$ cat config.mk
export PLATFORM = sky130hd
export DESIGN_NAME = plab5_mcore_mem_resp_sched
export DESIGN_NICKNAME = d
export VERILOG_FILES = /design/src/rtl/plab5_mcore_mem_resp_sched.sv
export SDC_FILE = /design/constraint.sdc
export NUM_CORES = 1
export LEC_CHECK = 0
export CAP_MARGIN = 20
export CORE_UTILIZATION = 40
export DETAILED_ROUTE_END_ITERATION = 8
export PLACE_DENSITY = 0.81
export SLEW_MARGIN = 20
export SYNTH_ARGS = -nofsm -noshare
export SYNTH_HDL_FRONTEND = slang
export SYNTH_SLANG_ARGS = --single-unit
export TNS_END_PERCENT = 5
$ cat constraint.sdc
create_clock -name clk -period 4.29 [get_ports clk]
set_input_delay 1.0725 -clock clk [delete_from_list [all_inputs] [get_ports clk]]
set_output_delay 1.0725 -clock clk [all_outputs]
set_load 0.01 [all_outputs]
$ cat src/rtl/plab5_mcore_mem_resp_sched.sv
// Round-robin scheduler that serialises full memory responses from several banks
// onto one narrow network port as a header flit plus an optional data flit.
module plab5_mcore_mem_resp_sched #(
  parameter  int p_num_reqs     = 4,
  parameter  int p_opaque_nbits = 8,
  parameter  int p_data_nbits   = 32,
  localparam int l              = $clog2(p_data_nbits / 8),
  localparam int c              = 3 + p_opaque_nbits + l,
  localparam int m              = c + p_data_nbits,
  localparam int s              = $clog2(p_num_reqs)
) (
  input  logic                    clk,
  input  logic                    reset_n,
  input  logic [p_num_reqs-1:0]   in_val,
  output logic [p_num_reqs-1:0]   in_rdy,
  input  logic [p_num_reqs*m-1:0] in_msg,
  output logic                    out_val,
  input  logic                    out_rdy,
  output logic [p_data_nbits-1:0] out_msg,
  output logic                    out_last,
  output logic [s-1:0]            out_src
);

  typedef enum logic [1:0] {IDLE, HDR, DATA} state_t;

  state_t                  state_reg;
  logic [s-1:0]            ptr_reg;
  // The header travels in out_msg, so only the data half of the message is buffered.
  logic [p_data_nbits-1:0] buf_reg;

  logic                    any_val;
  logic [s-1:0]            grant;
  logic [s-1:0]            ptr_next;
  logic [m-1:0]            gmsg;
  logic [2:0]              gtype;
  logic                    ghdr_only;

  // Walk downward so the last hit wins: that is the first set bit at or after ptr.
  always_comb begin
    int idx;
    any_val = 1'b0;
    grant   = '0;
    idx     = 0;
    for (int k = p_num_reqs - 1; k >= 0; k--) begin
      idx = int'(ptr_reg) + k;
      if (idx >= p_num_reqs) idx = idx - p_num_reqs;
      if (in_val[idx[s-1:0]]) begin
        any_val = 1'b1;
        grant   = idx[s-1:0];
      end
    end
  end

  always_comb begin
    gmsg = '0;
    for (int i = 0; i < p_num_reqs; i++) begin
      if (grant == s'(i)) gmsg = in_msg[i*m +: m];
    end
  end

  assign gtype     = gmsg[m-1 -: 3];
  assign ghdr_only = (gtype == 3'd1) || (gtype == 3'd2);
  assign ptr_next  = (grant == s'(p_num_reqs - 1)) ? '0 : grant + 1'b1;

  // Gated by reset_n so no source sees an accept while reset is held.
  always_comb begin
    in_rdy = '0;
    if (reset_n && (state_reg == IDLE) && any_val) in_rdy[grant] = 1'b1;
  end

  always_ff @(posedge clk or negedge reset_n) begin
    if (!reset_n) begin
      state_reg <= IDLE;
      ptr_reg   <= '0;
      buf_reg   <= '0;
      out_val   <= 1'b0;
      out_msg   <= '0;
      out_last  <= 1'b0;
      out_src   <= '0;
    end else begin
      case (state_reg)
        IDLE: begin
          if (any_val) begin
            state_reg <= HDR;
            ptr_reg   <= ptr_next;
            buf_reg   <= gmsg[p_data_nbits-1:0];
            out_val   <= 1'b1;
            out_msg   <= p_data_nbits'(gmsg[m-1 -: c]);
            out_last  <= ghdr_only;
            out_src   <= grant;
          end
        end
        HDR: begin
          if (out_rdy) begin
            if (out_last) begin
              state_reg <= IDLE;
              out_val   <= 1'b0;
              out_msg   <= '0;
              out_last  <= 1'b0;
              out_src   <= '0;
            end else begin
              state_reg <= DATA;
              out_msg   <= buf_reg;
              out_last  <= 1'b1;
            end
          end
        end
        DATA: begin
          if (out_rdy) begin
            state_reg <= IDLE;
            out_val   <= 1'b0;
            out_msg   <= '0;
            out_last  <= 1'b0;
            out_src   <= '0;
          end
        end
        default: begin
          state_reg <= IDLE;
          out_val   <= 1'b0;
          out_msg   <= '0;
          out_last  <= 1'b0;
          out_src   <= '0;
        end
      endcase
    end
  end

endmodule

# Yosys cells after proc, flatten, opt, wreduce, memory -nomap -nowiden
# Cells that the tools add are included.
[classes] add_sub_neg=8 n_lt_le_gt_ge=10 n_eq_ne=11 muxes=51 reduce_logical=9
[op_table] cell="two-way mux 45 bit" count=4
[op_table] cell="two-way mux 32 bit" count=4
[op_table] cell="case mux 32 bit (3 select lines)" count=1
[op_table] cell="two-way mux 2 bit" count=16
[op_table] cell="two-way mux 1 bit" count=16
[op_table] cell="less-than comparator 2 x 3 -> 1 bit (second input constant)" count=5
[op_table] cell="case mux 2 bit (3 select lines)" count=2
[op_table] cell=">= comparator 3 bit (second input constant)" count=3
[op_table] cell="binary-select mux 1 bit (select 2 bit)" count=4
[op_table] cell="!= test 2 bit (second input constant)" count=4
[op_table] cell="subtractor 2 x 1 -> 2 bit (second input constant)" count=4
[op_table] cell="adder 2 x 2 -> 3 bit (second input constant)" count=2
[op_table] cell="== test 2 bit (second input constant)" count=3
[op_table] cell="case mux 1 bit (3 select lines)" count=2
[op_table] cell="== test 2 x 1 -> 1 bit (second input constant)" count=2
[op_table] cell="zero test 2 bit" count=2
[op_table] cell="two-way mux 4 bit" count=1
[op_table] cell="AND reduction 4 bit" count=1
[op_table] cell="adder 2 x 1 -> 3 bit (second input constant)" count=1
[op_table] cell="== test 3 x 1 -> 1 bit (second input constant)" count=1
[op_table] cell="== test 3 x 2 -> 1 bit (second input constant)" count=1
[op_table] cell=">= comparator 2 x 3 -> 1 bit (second input constant)" count=1
[op_table] cell="logical AND 1 bit" count=3
[op_table] cell="AND reduction 3 bit" count=1
[op_table] cell="5 further kinds" count=5
[word_totals] ff_bits=72 input_bits=187 out_inout_bits=40 wordCells=96

# Longest topological paths before layout
# Gate-level depths: netlist of the first run.
[logic_depth] depth_word=18 ltp_mapped=11 depth_no_buf=9

# Worst setup path after synthesis of the first run
# Ideal clock, no wire load.
[synth_path] path_kind="input -> output" startpoint="in in_val[2]" endpoint="out in_rdy[3]" arrival_ns=2.888 required_ns=3.218 slack_ns=0.329 cell_stages=8 n_path_buf=3 path_cell_list="nand2_1 nor2_1 a311oi_1 ha_1 buf_2 buf_1 buf_1 and3_1"
[synth_between] elab_chain_cells=11 word_cells_on_any_way=23 cone_classes="2 x order compare; 19 x mux; 2 x reduce/logical"
[synth_lines] item="start: declaration" line_no="14" rtl="input logic [p_num_reqs-1:0] in_val,"
[synth_lines] item="binary-select mux 1 bit (select 2 bit)" line_no="47" rtl="if (in_val[idx[s-1:0]]) begin"
[synth_lines] item="two-way mux 1 bit (not written as such)" line_no="47"
[synth_lines] item="two-way mux 2 bit (4 in a row)" line_no="47"
[synth_lines] item="less-than comparator 2 x 3 -> 1 bit (not written as such) or >= comparator 2 x 1 -> 1 bit (tied branches)" line_no="68" rtl="if (reset_n && (state_reg == IDLE) && any_val) in_rdy[grant] = 1'b1;"
[synth_lines] item="logical AND 1 bit (not written as such)" line_no="68"
[synth_lines] item="two-way mux 1 bit (not written as such)" line_no="68"
[synth_lines] item="demux 1 bit (select 2 bit)" line_no="68"
[synth_lines] item="two-way mux 4 bit *" line_no="68"
[synth_lines] item="end: declaration" line_no="15" rtl="output logic [p_num_reqs-1:0] in_rdy,"
# Mark *: on every way between the ends. The rest lies on a longest branch, timed or not. The select of a mux whose other input is x is not followed.

# Worst setup path in the final report of the first run
[layout_path] startpoint="in in_val[1]" endpoint="out in_rdy[3]"
# Same word-level chain as after synthesis.

==> results of run 1 <==
## worst min-delay path by stage
stage,startpoint,to,cells past startpoint
2_1_floorplan,buf_reg[0]$_DFFE_PN0P_,buf_reg[0]$_DFFE_PN0P_,2
3_3_place_gp,out_val$_DFFE_PN0P_,out_val$_DFFE_PN0P_,1
3_5_place_dp,out_msg[20]$_DFFE_PN0P_,out_msg[20]$_DFFE_PN0P_,2
4_1_cts,out_msg[20]$_DFFE_PN0P_,out_msg[20]$_DFFE_PN0P_,2
5_1_grt,out_msg[31]$_DFFE_PN0P_,out_msg[31]$_DFFE_PN0P_,2
6_report,out_msg[20]$_DFFE_PN0P_,out_msg[20]$_DFFE_PN0P_,2
## power by group
part / switching [mW] / total (mW) / internal, mW
logic: 1.35 / 2.52 / 1.18
registers: 0.202 / 1.18 / 0.983
clock network: 0.250 / 0.652 / 0.403
total: 1.80 / 4.36 / 2.56
## cells by family after synthesis
logic type | count (synthesis) | share of synthesized area [%]
flops | 72 | 41.81
xor+xnor | 2 | 0.4066
buf+inv | 83 | 8.101
fa+ha+maj | 4 | 1.161
compound gates | 211 | 34.87
simple gates | 124 | 13.65
## final cells by class
| cell class | count | area (um^2) | share of cell area [%] |
|---|---|---|---|
| clock inverter | 5 | 103.9 | 1.502 |
| clock buffer | 11 | 141.4 | 2.045 |
| timing repair buffer | 241 | 2385 | 34.50 |
| tap | 136 | 170.2 | 2.462 |
| inverter | 35 | 131.4 | 1.900 |
| multi-input combinational | 341 | 2180 | 31.53 |
| sequential | 72 | 1802 | 26.06 |
## metrics by stage
stage | setup WS, ns | util, % | std cells
final | 0.1484 | 66.66 | 841
after floorplan | 0.3292 | - | 496
after detailed placement | 0.1607 | 64.30 | 825
after global routing | 0.07032 | 66.66 | 841
after global placement | 0.2326 | 64.30 | 825
after CTS | 0.1506 | 66.66 | 841
## per-layer routing
layer	vias to the layer above	track usage [%]	wire length [um]
li1	2221	-	-
met1	2295	33.03	6272
met2	189	47.57	7528
met3	20	5.999	1193
met4	0	8.631	274
met5	-	0	0
## placed cells by master, fill, tap and decap left out, types with 2 or more instances in the layout
cell type / count
nor3b_1: 4
xnor2_1: 2
ha_2: 3
a221oi_1: 42
clkbuf_8: 10
a22oi_1: 10
inv_1: 35
a21oi_1: 65
and3_1: 4
nand3b_1: 3
dfrtp_1: 72
nor2b_1: 14
a211o_1: 33
bufinv_16: 3
o31ai_1: 12
buf_4: 15
nand2_1: 48
a211oi_1: 7
nor2_1: 38
o21ai_0: 20
or2_2: 2
clkdlybuf4s50_1: 225
a22o_1: 17
nand2b_1: 3
## critical path, delay by kind of cell
family        cells  cell delay [ns]
simple gates      3             1.05
buf+inv           2             0.94
==> Implementation_results.wiki, run 1 <==
{| class="wikitable"
! Metric !! Value
|-
| R2r setup slk || 1.33 ns
|-
| Maximum cell stage delay along the critical path || 0.60 ns
|-
| Number of nets produced by synthesis || a little under 700
|-
| Final setup violation count || 0
|-
| Antenna violations before repair || 0
|-
| Post-route ant nets || 0
|-
| Dpl hpwl || 11020 um
|-
| Number of buffers created by CTS || 9
|-
| Clk sink count || 72
|-
| Clock transition at the registers of the reported paths || 0.07 ns
|-
| Number of primary I/O pins || 227
|-
| Count of buffers inserted at the top-level ports || between 200 and 250
|-
| Number of vias in the routed layout || about 4700
|-
| Post-synthesis sequential area ratio || a little over two fifths
|-
| Cell taking the most area after synthesis || dfrtp_1
|-
| Critical path, cell by cell || clkdlybuf4s50_1 > or4_4 > and2_1 > and3_1 > clkdlybuf4s50_1
|-
| Hold Path Class || reg2reg
|-
| Top cells by count, synth || dfrtp_1 (72), a21oi_1 (65), nand2_1 (48)
|-
| Clock Skews || ~0.014 ns
|-
| Lkg Pwr || a little under 3 nW
|-
| Share of cells above drive strength 1 || 5.816%
|-
| Hold Buf Count CTS || 0
|-
| Number of rows created at floorplan || 37
|-
| Top-area cell type share of the netlist area || a little over two fifths
|-
| Total of max-cap violations || 0
|-
| Status || finished clean
|-
| Clk Latency, worst-skew pair || 0.33 ns
|-
| CP endpoint kind || output port
|-
| Critical Path Source Type || input pin
|-
| Hold Vio Cnt, Final || 0
|-
| Number of cells on the worst reg-to-reg path || 11
|-
| Wire length of the first global-routing pass || around 24000 um
|-
| Fraction of registers with async set/reset || 100.0%
|-
| Source of the worst register-to-register timing path || ptr_reg[1]$_DFFE_PN0P_
|-
| End of the critical path || in_rdy[3]
|-
| Max-Slew Margin vs Limit || between 30% and 40%
|-
| Synth-to-layout area growth || 60.42%
|-
| Core ar. || 0.01037 mm^2
|-
| DRC || 0
|-
| Wire length per cell after detailed routing || ~18 um
|-
| GRT Util Overall || 27.16%
|-
| CTS tree || built
|-
| RD Place Congestion || ~0.86
|-
| Leading register cell type out of synthesis || dfrtp_1
|-
| Number of buffers added for setup after CTS || 0
|-
| Average instance area after synthesis || slightly below 9 um^2
|-
| Hold_ws || about 0.48 ns
|-
| Horizontal extent of the die || around 110 um
|-
| Filler cells || 856
|-
| Number of enable-type register cells in the synthesized netlist || 0
|-
| Largest net degree at the start of global routing || just over 90
|-
| Mapped cell area || roughly 0.0043 mm^2
|-
| Aggregate routed wire length || between 15000 and 20000 um
|-
| Vias per cell || ~5.6
|-
| Post-synthesis instance total || between 400 and 500
|-
| Most frequent cell after synthesis || dfrtp_1
|-
| Remaining Overflow, GRT || 0
|-
| End of the worst register-to-register path || out_last$_DFFE_PN0P_
|-
| Most frequent cell on the critical path || clkdlybuf4s50_1
|-
| Total power draw || between 4 and 5 mW
|-
| Max-slew violation count || 0
|-
| Endpoint required time on the critical path || ~3.2 ns
|-
| Ratio of final minimum period to clock period || a little over nine tenths
|-
| Root cell of the clock tree || clkbuf_8
|-
| Leading post-synthesis cells by cell area || dfrtp_1 (42%), a221oi_1 (8.5%), a21oi_1 (7.5%)
|-
| Crit. Startpoint || in_val[1]
|-
| Number of instances resized during post-cts repair || 0
|-
| Final worst path period need || approximately 4.1 ns
|-
| Slowest CP cell || or4_4
|-
| Number of design-rule violations left by the first detailed-router iteration || 283
|-
| Ratio of total power to cell area || ~630 mW/mm^2
|-
| Count of distinct cell types in the synthesized netlist || 37
|-
| Crit Path Class || in2out
|-
| N_diodes || 0
|-
| Peak Freq || 0.2415 GHz
|-
| Data arrival at the endpoint of the critical path || 3.07 ns
|-
| Critical Path Fanout Max || 5
|-
| Number of iterations in the first detailed-routing pass || 5
|-
| Total negative setup slack || 0 ns
|-
| Longest Clk Path Bufs || 2
|-
| Placed standard-cell area || 0.006668 mm^2
|-
| Max VDD drop || approximately 0.67 mV
|-
| Fin nets || around 900
|-
| Cell area after layout || between 0.006 and 0.007 mm^2
|-
| Die height || about 110 um
|-
| CTS H-tree lvls || 3
|-
| Yosys warnings || 0
|-
| Least-Margin Pin Slew || ~0.9 ns
|-
| RSZ-0062 raised after global routing || false
|-
| Initial core utilization || about 42%
|-
| Register bit total from synthesis || between 70 and 80
|-
| Vias in the first global route || about 4700
|-
| Die Outline Area || between 0.01 and 0.015 mm^2
|}
Power figures use the tool's default switching activity.
==> run 2, diff against run 1 <==
--- a/config.mk
+++ b/config.mk
@@ -8,6 +8,7 @@
 export CAP_MARGIN = 20
 export CORE_UTILIZATION = 40
 export DETAILED_ROUTE_END_ITERATION = 8
+export GPL_TIMING_DRIVEN = 0
 export PLACE_DENSITY = 0.81
 export SLEW_MARGIN = 20
 export SYNTH_ARGS = -nofsm -noshare
==> run 2 against run 1 <==
First-iteration DRC count increased by 20%; cell area increased by 3.2%; combinational power increased by 9.9%; largest power group unchanged.
==> Implementation_results.wiki, run 2 (synthesized netlist as in run 1, its figures left out) <==
{| class="wikitable"
! Metric !! Value
|-
| Crit Path Class || in2out
|-
| Largest net degree at the start of global routing || 54 (-41%)
|-
| Clk Latency, worst-skew pair || 0.34 ns (about the same)
|-
| Number of vias in the routed layout || 5018 (+6.2%)
|-
| Synth-to-layout area growth || 65.53%
|-
| Highest metal used || met4
|-
| N_diodes || 0 (unchanged)
|-
| RD Place Congestion || 0.9143 (+5.9%)
|-
| CP endpoint kind || output port
|-
| Number of primary I/O pins || 227 (unchanged)
|-
| CTS tree || built
|-
| Routed metal-1 wirelength || 7134 um (+14%)
|-
| Fin nets || 926 (+3.9%)
|-
| Clock transition at the registers of the reported paths || 0.07 ns (about the same)
|-
| Ratio of final minimum period to clock period || 96.40% (-0.14 points)
|-
| DRC || 0 (unchanged)
|-
| Filler cells || 827 (-3.4%)
|-
| Critical Path Source Type || input pin
|-
| Aggregate routed wire length || 16910 um (+11%)
|-
| Ratio of total power to cell area || 639.7 mW/mm^2 (+1.4%)
|-
| Number of buffers created by CTS || 9 (unchanged)
|-
| Combined flip-flop and latch cell area || 0.001802 mm^2 (unchanged)
|-
| Area of the multi-input gates || 0.002205 mm^2 (+1.1%)
|-
| Total negative setup slack || 0 ns (unchanged)
|-
| Status || finished clean
|-
| Clock Skews || 0.01024 ns (-0.004024 ns)
|-
| Source of the worst register-to-register timing path || ptr_reg[1]$_DFFE_PN0P_
|-
| Post-placement cell count || 859 (+4.1%)
|-
| Share of cells above drive strength 1 || 7.713% (+1.9 points)
|-
| Cell area after layout || 0.007133 mm^2 (+3.2%)
|-
| Peak Freq || 0.2418 GHz (+0.14%)
|-
| R2r setup slk || 1.18 ns (-0.15 ns)
|-
| Share of the core filled with cells in the final layout || 68.79% (+2.1 points)
|-
| Least-Margin Pin Slew || 0.7548 ns (-0.1558 ns)
|-
| Post-route ant nets || 0 (unchanged)
|-
| Core ar. || 0.01037 mm^2 (unchanged)
|-
| Total power draw || 4.563 mW (+4.6%)
|-
| Startpoint of the lowest-slack hold path || out_msg[14]$_DFFE_PN0P_
|-
| Total of max-cap violations || 0 (unchanged)
|-
| Number of iterations in the first detailed-routing pass || 5 (unchanged)
|-
| Root cell of the clock tree || clkbuf_8
|-
| Final setup violation count || 0 (unchanged)
|-
| Dpl hpwl || 12840 um (+17%)
|-
| Number of design-rule violations left by the first detailed-router iteration || 341 (+20%)
|-
| Critical Path Fanout Max || 19 (+14)
|-
| Number of cells on the worst reg-to-reg path || 12 (+1)
|-
| Lkg Pwr || 3.026 nW (+4.4%)
|-
| Detailed-routed wire length on met3 || 1234 um (+3.4%)
|-
| End of the worst register-to-register path || buf_reg[18]$_DFFE_PN0P_
|-
| Commonest non-fill, non-tap cell in the layout || clkdlybuf4s50_1
|-
| Horizontal extent of the die || 105.8 um (unchanged)
|-
| End point of the most critical hold path || out_msg[14]$_DFFE_PN0P_
|-
| Hold Path Depth || 2 (unchanged)
|-
| Number of rows created at floorplan || 37 (unchanged)
|-
| CTS H-tree lvls || 3 (unchanged)
|-
| Count of buffers inserted at the top-level ports || 226 (unchanged)
|-
| Data arrival at the endpoint of the critical path || 3.06 ns (about the same)
|-
| Routed wire length on met2 || 8180 um (+8.7%)
|-
| Clk sink count || 72 (unchanged)
|-
| Wire length of the first global-routing pass || 25830 um (+8.8%)
|-
| Highest-count cells in the layout ignoring fill and taps || clkdlybuf4s50_1 (220), dfrtp_1 (72), a21oi_1 (64), nand2_1 (48), a221oi_1 (42)
|-
| Die Outline Area || 0.01119 mm^2 (unchanged)
|-
| Longest Clk Path Bufs || 2 (unchanged)
|-
| Max VDD drop || 0.2844 mV (-57%)
|-
| RSZ-0062 raised after global routing || false
|-
| Max-Slew Margin vs Limit || 49.46% (+10 points)
|-
| Initial core utilization || 41.55% (unchanged)
|-
| Hold Path Class || reg2reg
|-
| Placed standard-cell area || 0.006766 mm^2 (+1.5%)
|-
| Antenna violations before repair || 0 (unchanged)
|-
| Vias in the first global route || 5045 (+6.5%)
|-
| Remaining Overflow, GRT || 0 (unchanged)
|-
| Wire length per cell after detailed routing || 19.33 um (+6.4%)
|-
| Max-slew violation count || 0 (unchanged)
|-
| GRT Util Overall || 29.99% (+2.8 points)
|-
| Number of non-filler instances in the completed layout || 875 (+4.0%)
|-
| Endpoint required time on the critical path || 3.22 ns (about the same)
|-
| Hold Vio Cnt, Final || 0 (unchanged)
|-
| Vias per cell || 5.735 (+2.1%)
|-
| Die height || 105.8 um (unchanged)
|-
| Final worst path period need || 4.136 ns (-0.005824 ns)
|}
==> run 2: worst max-delay path by stage <==
stage | from | to | slack (ns) | cells past startpoint
after global routing | in_val[3] | in_rdy[1] | 0.08 | 9
final | in_val[3] | in_rdy[1] | 0.15 | 9
after global placement | reset_n | in_rdy[3] | -1.75 | 3
after detailed placement | in_val[3] | in_rdy[3] | -1.53 | 9
after floorplan | in_val[2] | in_rdy[3] | 0.33 | 8
after CTS | in_val[2] | in_rdy[3] | -0.11 | 8
==> run 2: cell type report <==
cell class	count	share of cell area, %
Timing Repair Buffer	232	32.85
Inverter	35	1.842
Tap cell	136	2.386
Clock buffer	9	1.737
Buffer	44	3.491
Multi-Input combinational cell	341	30.91
Clock inverter	6	1.526
Sequential cell	72	25.26
==> run 2: what timing repair did <==
action,in CTS,in global routing
buffers inserted,1,3
hold buffers,0,0
gates resized for setup,17,9
setup endpoints to repair,4,4
gates cloned,0,1
pin swaps,1,3
==> run 2: through the flow <==
stage	hold slack (ns)	setup slack [ns]
2_1_floorplan	0.4940	0.3292
3_3_place_gp	0.4619	-1.748
3_5_place_dp	0.4781	-1.531
4_1_cts	0.4941	-0.1068
5_1_grt	0.5198	0.07942
6_report	0.4875	0.1542
==> run 2: per-layer routing <==
layer  vias up  track usage (%)
met4         0            10.81
li1       2303                -
met3        31            4.700
met2       259            51.45
met5         -                0
met1      2425            38.09
==> run 2: worst max-delay path, stage by stage <==
cell and delay [ns]:
dlygate4sd2_1 0.29, nand2b_1 0.17, o2bb2ai_1 0.12, o22a_1 0.25, inv_2 0.12, ha_4 0.18
buf_12 0.17, and3_1 0.15, clkdlybuf4s50_1 0.54
==> run 2: power by group <==
part / internal, mW / total [mW] / switching (mW)
clock: 0.382 / 0.637 / 0.255
combinational: 1.26 / 2.77 / 1.51
sequential: 0.983 / 1.16 / 0.175
total: 2.63 / 4.56 / 1.94
==> run 3, diff against run 2 <==
--- a/config.mk
+++ b/config.mk
@@ -5,11 +5,12 @@
 export SDC_FILE = /design/constraint.sdc
 export NUM_CORES = 1
 export LEC_CHECK = 0
+export ABC_AREA = 1
 export CAP_MARGIN = 20
-export CORE_UTILIZATION = 40
+export CORE_UTILIZATION = 41
 export DETAILED_ROUTE_END_ITERATION = 8
-export GPL_TIMING_DRIVEN = 0
-export PLACE_DENSITY = 0.81
+export GPL_TIMING_DRIVEN = 1
+export PLACE_DENSITY = 0.82
 export SLEW_MARGIN = 20
 export SYNTH_ARGS = -nofsm -noshare
 export SYNTH_HDL_FRONTEND = slang
==> run 3 against run 2 <==
Core utilization fell by 3.5 points; sequential share of layout area rose by 0.32 points; synthesized cell count rose by 31%; setup slack got worse by 0.070 ns; power rose by 34%; combinational power rose by 59%; register-to-register slack got worse by 0.21 ns; hold slack got worse by 0.00092 ns; maximum frequency fell by 1.7%; first-iteration DRC count rose by 23%; final cell count rose by 14%; cell area fell by 1.2%; highest routed layer unchanged.
==> Implementation_results.wiki, run 3 <==
{| class="wikitable"
! Metric !! Value
|-
| Post-placement cell count || 982 (+14%)
|-
| Clk sink count || 72 (unchanged)
|-
| Number of buffers added for setup after CTS || 0 (-1)
|-
| Remaining Overflow, GRT || 0 (unchanged)
|-
| Root cell of the clock tree || clkbuf_8
|-
| Cell area after layout || 0.007044 mm^2 (-1.2%)
|-
| Post-synthesis sequential area ratio || 39.68% (-2.1 points)
|-
| Total negative setup slack || 0 ns (unchanged)
|-
| Number of cells on the worst reg-to-reg path || 19 (+7)
|-
| Final setup violation count || 0 (unchanged)
|-
| Critical Path Fanout Max || 5 (-14)
|-
| Leading register cell type out of synthesis || dfrtp_1
|-
| Highest-count cells in the layout ignoring fill and taps || nand2_1 (230), clkdlybuf4s50_1 (221), nor2_1 (83), dfrtp_1 (72), a21oi_1 (67)
|-
| Number of enable-type register cells in the synthesized netlist || 0 (unchanged)
|-
| Horizontal extent of the die || 107.2 um (+1.4%)
|-
| Clk Latency, worst-skew pair || 0.33 ns (about the same)
|-
| Final worst path period need || 4.206 ns (+0.07040 ns)
|-
| Number of primary I/O pins || 227 (unchanged)
|-
| Number of rows created at floorplan || 38 (+2.7%)
|-
| Peak Freq || 0.2377 GHz (-1.7%)
|-
| Cell taking the most area after synthesis || dfrtp_1
|-
| Initial core utilization || 42.07% (+0.52 points)
|-
| Area of the multi-input gates || 0.002440 mm^2 (+11%)
|-
| Vias in the first global route || 5035 (-0.20%)
|-
| Number of non-filler instances in the completed layout || 998 (+14%)
|-
| Crit. Startpoint || in_val[0]
|-
| CTS tree || built
|-
| Mux share of post-synthesis cell area || 0% (unchanged)
|-
| Hold Vio Cnt, Final || 0 (unchanged)
|-
| Commonest non-fill, non-tap cell in the layout || nand2_1
|-
| Hold Path Class || reg2reg
|-
| Number of design-rule violations left by the first detailed-router iteration || 421 (+23%)
|-
| Antenna violations before repair || 0 (unchanged)
|-
| Leading post-synthesis cells by cell area || dfrtp_1 (40%), nand2_1 (19%), a21oi_1 (7.4%)
|-
| Crit Path Class || in2out
|-
| Xor and xnor fraction of the mapped netlist area || 0% (-0.41 points)
|-
| CP endpoint kind || output port
|-
| Number of nets produced by synthesis || 841 (+22%)
|-
| Source of the worst register-to-register timing path || ptr_reg[0]$_DFFE_PN0P_
|-
| Filler cells || 947 (+15%)
|-
| Share of cells above drive strength 1 || 6.410% (-1.3 points)
|-
| Simple-gate area share of the yosys netlist || 29.65% (+16 points)
|-
| Critical Path Source Type || input pin
|-
| End of the worst register-to-register path || out_msg[7]$_DFFE_PN0P_
|-
| Least-Margin Pin Slew || 1.062 ns (+0.3069 ns)
|-
| Max VDD drop || 0.5211 mV (+83%)
|-
| Wire length of the first global-routing pass || 23780 um (-7.9%)
|-
| Largest net degree at the start of global routing || 73 (+35%)
|-
| Ratio of final minimum period to clock period || 98.05% (+1.6 points)
|-
| Register bit total from synthesis || 72 (unchanged)
|-
| Endpoint required time on the critical path || 3.22 ns (about the same)
|-
| End point of the most critical hold path || out_val$_DFFE_PN0P_
|-
| GRT Util Overall || 26.48% (-3.5 points)
|-
| Die Outline Area || 0.01150 mm^2 (+2.8%)
|-
| Post-route ant nets || 0 (unchanged)
|-
| Max-slew violation count || 0 (unchanged)
|-
| Placed standard-cell area || 0.006845 mm^2 (+1.2%)
|-
| Synth-to-layout area growth || 55.14%
|-
| Yosys warnings || 0 (unchanged)
|-
| Total of max-cap violations || 0 (unchanged)
|-
| Data arrival at the endpoint of the critical path || 3.13 ns (+0.07 ns)
|-
| Fraction of registers with async set/reset || 100.0% (unchanged)
|-
| Hold Path Depth || 2 (unchanged)
|-
| Number of iterations in the first detailed-routing pass || 5 (unchanged)
|-
| CTS H-tree lvls || 3 (unchanged)
|-
| DRC || 0 (unchanged)
|-
| Status || finished clean
|-
| Top-area cell type share of the netlist area || 39.68% (-2.1 points)
|-
| Number of buffers created by CTS || 9 (unchanged)
|-
| Average instance area after synthesis || 6.986 um^2 (-20%)
|-
| Dpl hpwl || 11030 um (-14%)
|-
| Startpoint of the lowest-slack hold path || out_val$_DFFE_PN0P_
|-
| Vias per cell || 5.193 (-9.4%)
|-
| Top cells by count, synth || nand2_1 (232), nor2_1 (83), dfrtp_1 (72)
|-
| Number of vias in the routed layout || 5183 (+3.3%)
|-
| Combinational family with the most area after synthesis || simple AND/OR/NAND/NOR gates
|-
| Aggregate routed wire length || 14950 um (-12%)
|-
| Die height || 107.2 um (+1.4%)
|-
| Max-Slew Margin vs Limit || 29.14% (-20 points)
|-
| Ratio of total power to cell area || 866.7 mW/mm^2 (+35%)
|-
| Count of distinct cell types in the synthesized netlist || 26 (-30%)
|-
| Most frequent cell after synthesis || nand2_1
|-
| Combined flip-flop and latch cell area || 0.001802 mm^2 (unchanged)
|-
| R2r setup slk || 0.97 ns (-0.21 ns)
|-
| Lkg Pwr || 3.080 nW (+1.8%)
|-
| Area share of fa/ha/maj cells after synthesis || 1.102% (-0.059 points)
|-
| Core ar. || 0.01079 mm^2 (+4.1%)
|-
| Count of buffers inserted at the top-level ports || 226 (unchanged)
|-
| Synth Area in Compound Gates || 22.40% (-12 points)
|-
| Clock transition at the registers of the reported paths || 0.07 ns (about the same)
|-
| N_diodes || 0 (unchanged)
|-
| Post-synthesis instance total || 650 (+31%)
|-
| RD Place Congestion || 0.8418 (-7.9%)
|-
| Mapped cell area || 0.004541 mm^2 (+5.4%)
|-
| Fin nets || 1044 (+13%)
|-
| Longest Clk Path Bufs || 2 (unchanged)
|-
| Clock Skews || 0.01270 ns (+0.002461 ns)
|-
| Wire length per cell after detailed routing || 14.98 um (-22%)
|}
run 3: cell types whose count changed in the layout (fill, tap and decap cells not counted), sizes merged, moves of 32 or more:
cell | before | now
nor2 | 38 | 86
o211ai | 0 | 32
a221oi | 42 | 0
nand2 | 48 | 234
a31oi | 0 | 32
a211o | 33 | 0
run 3: per-stage QoR:
step | utilization (%) | hold slack [ns] | setup WS [ns] | total power [mW]
final | 65.27 | 0.4866 | 0.08384 | 6.105
after global routing | 65.27 | 0.5338 | -0.0007192 | 6.709
after CTS | 65.15 | 0.4797 | 0.007826 | 6.111
after detailed placement | 63.42 | 0.4613 | -0.2123 | 5.608
after global placement | 63.42 | 0.4613 | -0.02482 | 5.444
after floorplan | - | 0.5082 | 0.5963 | 4.352
run 3: worst max-delay path, stage by stage:
cell             delay [ns]
clkdlybuf4s50_1        0.50
inv_1                  0.06
o21ai_1                0.20
nand2_1                0.10
nand2_1                0.08
inv_1                  0.05
nand2_1                0.08
nand2_1                0.09
nand2_4                0.12
inv_1                  0.08
ha_1                   0.22
inv_1                  0.11
nor2_1                 0.06
dlygate4sd2_1          0.29
run 3: cells by family after synthesis:
kind of cell / after synthesis
DFF: 72
and+or+nand+nor: 344
buffers and inverters: 69
AOI/OAI and AO/OA: 161
adders and majority gates: 4
run 3: repair_timing:
| item | CTS | global route |
|---|---|---|
| cloned | 0 | 0 |
| resized for setup | 5 | 4 |
| hold buffers | 0 | 0 |
| setup endpoints to repair | 4 | 3 |
run 3: area by class of cell:
| cell class | count | area share [%] |
|---|---|---|
| clock buffer | 10 | 1.954 |
| clock inverter | 6 | 0.6394 |
| inverter | 22 | 1.208 |
| multi-input combinational | 509 | 34.64 |
| sequential | 72 | 25.58 |
| tap | 140 | 2.487 |
| timing repair buffer | 239 | 33.50 |
run 3: routing by layer:
layer / track usage (%) / share of wire, %
met5: 0 / 0
met4: 11.45 / 3.3
met3: 4.134 / 5.2
met2: 48.25 / 50
met1: 30.49 / 41
run 3: power breakdown:
group	internal, mW	switching (mW)
clock	0.226	0.260
combinational	1.69	2.71
sequential	1.03	0.191
total	2.94	3.16
run 3: worst max path at each step:
| stage | endpoint | slack [ns] | cells past startpoint |
|---|---|---|---|
| floorplan | in_rdy[3] | 0.60 | 13 |
| global placement | in_rdy[0] | -0.02 | 13 |
| detailed placement | in_rdy[0] | -0.21 | 13 |
| CTS | in_rdy[1] | 0.008 | 13 |
| global route | in_rdy[0] | -0.0007 | 14 |
| finish | in_rdy[0] | 0.08 | 14 |
